`src/rtl/fx_pkg.sv`:
```
// Fixed-point divide support: widths, saturation limits, FSM states,
// and sign/magnitude helpers shared by the divider datapath.
package fx_pkg;

  localparam int DEF_WIDTH     = 32;
  localparam int DEF_FRAC_BITS = 32;
  localparam int DEF_N         = DEF_WIDTH + DEF_FRAC_BITS;

  typedef logic signed [DEF_WIDTH-1:0] fx_t;

  localparam fx_t FX_MAX = {1'b0, {(DEF_WIDTH-1){1'b1}}};
  localparam fx_t FX_MIN = {1'b1, {(DEF_WIDTH-1){1'b0}}};

  // Largest magnitudes representable for each result sign.
  localparam logic [DEF_N-1:0] POS_LIM =
    {{(DEF_N-DEF_WIDTH+1){1'b0}}, {(DEF_WIDTH-1){1'b1}}};
  localparam logic [DEF_N-1:0] NEG_LIM =
    {{DEF_FRAC_BITS{1'b0}}, 1'b1, {(DEF_WIDTH-1){1'b0}}};

  typedef enum logic [1:0] {
    IDLE,
    BUSY,
    DONE
  } div_state_t;

  typedef struct packed {
    fx_t  q;
    logic ovf;
  } fx_res_t;

  // Unsigned magnitude; the most negative value maps to 2^(W-1).
  function automatic logic [DEF_WIDTH-1:0] fx_abs(input fx_t a);
    logic [DEF_WIDTH-1:0] m;
    m = a;
    if (a[DEF_WIDTH-1])
      m = ~m + 1'b1;
    return m;
  endfunction

  // Apply the sign to a quotient magnitude, saturating on overflow.
  function automatic fx_res_t fx_sat_neg(
    input logic             neg,
    input logic [DEF_N-1:0] mag
  );
    fx_res_t r;
    r.q   = '0;
    r.ovf = 1'b0;
    if (!neg) begin
      if (mag > POS_LIM) begin
        r.q   = FX_MAX;
        r.ovf = 1'b1;
      end else begin
        r.q = mag[DEF_WIDTH-1:0];
      end
    end else begin
      if (mag > NEG_LIM) begin
        r.q   = FX_MIN;
        r.ovf = 1'b1;
      end else begin
        r.q = ~mag[DEF_WIDTH-1:0] + 1'b1;
      end
    end
    return r;
  endfunction

endpackage

```
`src/rtl/fx_divide_seq.sv`:
```
// Sequential signed fixed-point divider, q = (a <<< FRAC_BITS) / b,
// one restoring step per cycle, valid/ready on both sides.
// Ports: clk_in, rst_in (sync, active high); a_in, b_in, valid_in,
// ready_out (operand side); q_out, div_zero_out, ovf_out, valid_out,
// ready_in (result side).
module fx_divide_seq
  import fx_pkg::*;
#(
  parameter int WIDTH     = DEF_WIDTH,
  parameter int FRAC_BITS = DEF_FRAC_BITS
) (
  input  logic                    clk_in,
  input  logic                    rst_in,
  input  logic signed [WIDTH-1:0] a_in,
  input  logic signed [WIDTH-1:0] b_in,
  input  logic                    valid_in,
  output logic                    ready_out,
  output logic signed [WIDTH-1:0] q_out,
  output logic                    div_zero_out,
  output logic                    ovf_out,
  output logic                    valid_out,
  input  logic                    ready_in
);

  localparam int N  = WIDTH + FRAC_BITS;
  localparam int CW = $clog2(N + 1);

  div_state_t state, state_n;

  logic                    sign_q, sign_n;
  logic [WIDTH-1:0]        bmag, bmag_n;
  logic [N-1:0]            num, num_n;
  logic [WIDTH:0]          rem, rem_n;
  logic [CW-1:0]           cnt, cnt_n;
  logic signed [WIDTH-1:0] q_n;
  logic                    dz_n, ovf_n;

  logic [WIDTH:0]          rem_sh;
  logic [WIDTH:0]          diff;
  logic                    take;
  logic [N-1:0]            num_step;
  fx_res_t                 res;

  always_comb begin
    // num doubles as the quotient: dividend bits leave at the top
    // while quotient bits enter at the bottom.
    rem_sh   = {rem[WIDTH-1:0], num[N-1]};
    diff     = rem_sh - {1'b0, bmag};
    take     = rem[WIDTH] | (rem_sh >= {1'b0, bmag});
    num_step = {num[N-2:0], take};
    res      = fx_sat_neg(sign_q, num_step);

    state_n   = state;
    sign_n    = sign_q;
    bmag_n    = bmag;
    num_n     = num;
    rem_n     = rem;
    cnt_n     = cnt;
    q_n       = q_out;
    dz_n      = div_zero_out;
    ovf_n     = ovf_out;
    ready_out = (state == IDLE);
    valid_out = (state == DONE);

    unique case (state)
      IDLE: begin
        if (valid_in) begin
          sign_n = a_in[WIDTH-1] ^ b_in[WIDTH-1];
          bmag_n = fx_abs(b_in);
          num_n  = {fx_abs(a_in), {FRAC_BITS{1'b0}}};
          rem_n  = '0;
          cnt_n  = CW'(N);
          ovf_n  = 1'b0;
          if (b_in == '0) begin
            q_n     = a_in[WIDTH-1] ? FX_MIN : FX_MAX;
            dz_n    = 1'b1;
            state_n = DONE;
          end else begin
            dz_n    = 1'b0;
            state_n = BUSY;
          end
        end
      end
      BUSY: begin
        rem_n = take ? diff : rem_sh;
        num_n = num_step;
        cnt_n = cnt - 1'b1;
        if (cnt == CW'(1)) begin
          q_n     = res.q;
          ovf_n   = res.ovf;
          state_n = DONE;
        end
      end
      DONE: begin
        if (ready_in)
          state_n = IDLE;
      end
      default: state_n = IDLE;
    endcase
  end

  always_ff @(posedge clk_in) begin
    if (rst_in) begin
      state        <= IDLE;
      sign_q       <= 1'b0;
      bmag         <= '0;
      num          <= '0;
      rem          <= '0;
      cnt          <= '0;
      q_out        <= '0;
      div_zero_out <= 1'b0;
      ovf_out      <= 1'b0;
    end else begin
      state        <= state_n;
      sign_q       <= sign_n;
      bmag         <= bmag_n;
      num          <= num_n;
      rem          <= rem_n;
      cnt          <= cnt_n;
      q_out        <= q_n;
      div_zero_out <= dz_n;
      ovf_out      <= ovf_n;
    end
  end

endmodule

```
`config.mk`:
```
export PLATFORM = sky130hd
export DESIGN_NAME = fx_divide_seq
export DESIGN_NICKNAME = d
export VERILOG_FILES = /design/src/rtl/fx_pkg.sv /design/src/rtl/fx_divide_seq.sv
export SDC_FILE = /design/constraint.sdc
export NUM_CORES = 1
export LEC_CHECK = 0
export ABC_CLOCK_PERIOD_IN_PS = 6200
export BUFFER_PORTS_ARGS = -buffer_cell sky130_fd_sc_hd__buf_4
export CORE_UTILIZATION = 55
export CTS_CLUSTER_SIZE = 8
export DETAILED_ROUTE_END_ITERATION = 8
export GPL_ROUTABILITY_DRIVEN = 1
export PLACE_DENSITY = 0.75
export SETUP_SLACK_MARGIN = 0.5
export SKIP_LAST_GASP = 1
export SYNTH_ARGS = -nofsm -noshare
export SYNTH_HDL_FRONTEND = slang
export SYNTH_SLANG_ARGS = --single-unit
```
`constraint.sdc`:
```
create_clock -name clk_in -period 6.2 [get_ports clk_in]
set_clock_uncertainty 0.2 [all_clocks]
set_input_delay 0.62 -clock clk_in [delete_from_list [all_inputs] [get_ports clk_in]]
set_output_delay 0.62 -clock clk_in [all_outputs]
set_load 0.05 [all_outputs]
```
==> out/qor.txt <==
count leader, synth -> dfxtp_1
leading area contributor after synthesis -> dfxtp_1
Post-DP Area -> 11,230 um2
Post-Synthesis Cells -> 1,338
placed cells -> 1,597
Area Growth Syn to Fin -> 13.87%
GRT Total Usage -> 28.65%
Startpoint Class -> flop
final cell count without fillers -> 1,629
synth cell count leaders -> dfxtp_1 (173), nor2_1 (168), o21ai_0 (114)
DR pass1 iterations -> 5
largest net degree at the start of global routing -> 80
Int Pwr -> 3131 uW
Seq/Total Area, Yosys -> 33.25%
cell chain of the critical path -> inv_1 -> ha_1 -> a21o_1 -> a221o_1 -> a31oi_1 -> o41ai_2 -> a31oi_1 -> o21ai_0 -> inv_2 -> ha_1 -> inv_1 -> or3_1 -> or3_1 -> o31ai_2 -> and2_2 -> nand2_4 -> or3_1 -> a31oi_1
GR Overflow Total -> 0
Synth Flop Type -> dfxtp_1
# diodes -> 0
Worst-Skew Late Latency -> 430 ps
CTS Sinks -> 173
required time worst endpoint -> 6360 ps
P_sw -> 2441 uW
HP Class -> flop to flop
Slew HR -> 33.03%
# port buffers -> 103
Setup Buffers After CTS -> 0
Mapped Avg Cell Area -> 7.786 um2
final slew viol count -> 0
Power Density -> 469.7 nW/um2
Synth warnings -> 0
Peak VDD IR -> 0.2794 mV
initial antenna violation count -> 0
Avg WL per Cell -> 16.96 um
Tmin final -> 5414 ps
post-route ant nets -> 0
Worst Setup End Kind -> flop
Final period util -> 87.32%
vias per std cell -> 6.243
Worst path top cell family by delay -> compound AO/OA/AOI/OAI gates
Layout Utilization -> 64.93%
Yosys reg bits -> 173
Hold Violations, Final -> 0
Switching Fraction -> 43.80%
vias in the first global route -> 9,064
FMAX -> 0.1847 GHz
Mapped Area -> 10,420 um2
TritonCTS clock tree -> done
logic gate share of total power -> 54.7%
Tightest Pin Transition -> 1002 ps
clk slew on worst S/H paths -> 70 ps
first-pass GRT wire length -> 45.92 mm
clk buf depth -> 2
Die Height -> 139.6 um
drt drc -> 0
cts-stage hold buffer count -> 0
via count -> 10,170
post-DP HPWL -> 19.04 mm
unrepaired setup endpoints after global routing -> yes
io pins -> 104
endpoints failing setup -> 0
sequential share of power -> 24.7%
Finished Cell Area -> 11,860 um2
max-cap viol count -> 0
setup TNS -> 0 ps
LEAKAGE -> 0.004685 uW
cts bufs inserted -> 17
outcome -> completed
Initial Util -> 57.02%
clock network power share -> 20.6%
# fillers -> 1,605
synth unique cells -> 73
Die W -> 139.6 um
Buf/Inv on CP -> 3
clk root buf -> clkbuf_16
crit path DAT -> 5580 ps
1st-iter DRT viols -> 1,041
post_cts resized -> 0
row count -> 49
critical path class -> flop to flop
Post-synth EDFFs -> 0
Mapped Nets -> 1,444
die area -> 19,500 um2
Layout Nets -> 1,493
WL final -> 27.63 mm
Placer Congestion -> 0.8984
htree depth -> 4
share of cells above drive strength 1 -> 12.64%
top post-synthesis cells by area -> dfxtp_1 (33%), nor2_1 (6.1%), o21ai_0 (5.5%)
slowest cell delay on critical path -> 510 ps
total power -> 5572 uW
Synth top area share -> 33.25%
core area -> 18,270 um2
Crit-path slowest cell -> or3_1
Post-synth ARST share -> 0%
crit-path max FO -> 24
## metrics by stage
step | hold WS, ps | worst slack, ps
final | 264.2 | 785.9
after global placement | 243.7 | 942.9
after floorplan | 226.5 | 996.2
after global routing | 275.9 | 421.6
after detailed placement | 252.4 | 752.6
after CTS | 263.3 | 698.5
## cell families (layout without fill, tap and decap cells)
kind of cell | after synthesis | after routing | synth area share (%)
xor+xnor | 89 | 89 | 7.483
compound gates | 448 | 448 | 28.71
buf+inv | 148 | 210 | 5.825
mux | 4 | 4 | 0.3844
flops | 173 | 173 | 33.25
simple gates | 438 | 438 | 19.72
fa+ha+maj | 38 | 38 | 4.636
## power groups by stage
stage	logic, uW	registers [uW]	clock network [uW]
6_report	3050	1370	1150
5_1_grt	3370	1390	1200
4_1_cts	3000	1370	1160
3_5_place_dp	2970	1390	0
3_3_place_gp	2930	1390	0
2_1_floorplan	2350	1380	0
## layout make-up
type                    count  area (um2)  area share, %
inverters                  63       236.5          1.993
well taps                 229       286.5          2.415
repair buffers            115       863.3          7.278
flip-flops and latches    173        3463          29.20
clock inverters            13       187.7          1.582
clock buffers              19       442.9          3.734
multi-input cells        1017        6382          53.80
## layer usage
metal / GRT usage [%] / vias to the layer above / share of wire [%]
li1: - / 5017 / -
met1: 42.47 / 4742 / 48
met2: 42.85 / 375 / 44
met3: 4.955 / 36 / 7.0
met4: 6.998 / 0 / 1.5
met5: 0 / - / 0
## worst min-delay path, cell delays in order (launching register included)
cell and delay, ps:
dfxtp_1 320, nand2_1 50, o21ai_1 50
## state kept, by name (all words and copies together), names as in the netlist
| register | count |
|---|---|
| num | 64 |
| rem | 33 |
| bmag | 32 |
| q_out | 32 |
| cnt | 7 |
| state | 2 |
| div_zero_out | 1 |
| ovf_out | 1 |
| sign_q | 1 |
## worst paths after layout
kind                         startpoint                     end  slack (ps)  cells after the start
setup / recovery   bmag[1]$_SDFFE_PP0P_  q_out[16]$_SDFFE_PP0P_         790                     18
hold / removal    q_out[8]$_SDFFE_PP0P_   q_out[8]$_SDFFE_PP0P_         260                      2
setup reg to reg   bmag[1]$_SDFFE_PP0P_  q_out[16]$_SDFFE_PP0P_         790                     18
hold reg to reg   q_out[8]$_SDFFE_PP0P_   q_out[8]$_SDFFE_PP0P_         260                      2
## cells in the final DEF (no fill, tap or decap), types with 9 or more instances in the layout
cell       instances
a22oi_1           42
or4_1             17
a21o_1            21
nand2_1          105
nor2b_1            9
nand3_1           14
xor2_1            39
a211oi_1          42
nor2_1           164
inv_1             62
o31ai_1           25
dfxtp_1          173
a31oi_1           14
xnor2_1           50
ha_1              37
nand2b_1           9
buf_4            115
o21ai_0          113
nand4_1           11
a21oi_1           82
or3_1             15
clkbuf_16         17
nor3_1            39
a222oi_1          21
nor4_1            20
o211ai_1          14
Power figures use the tool's default switching activity.
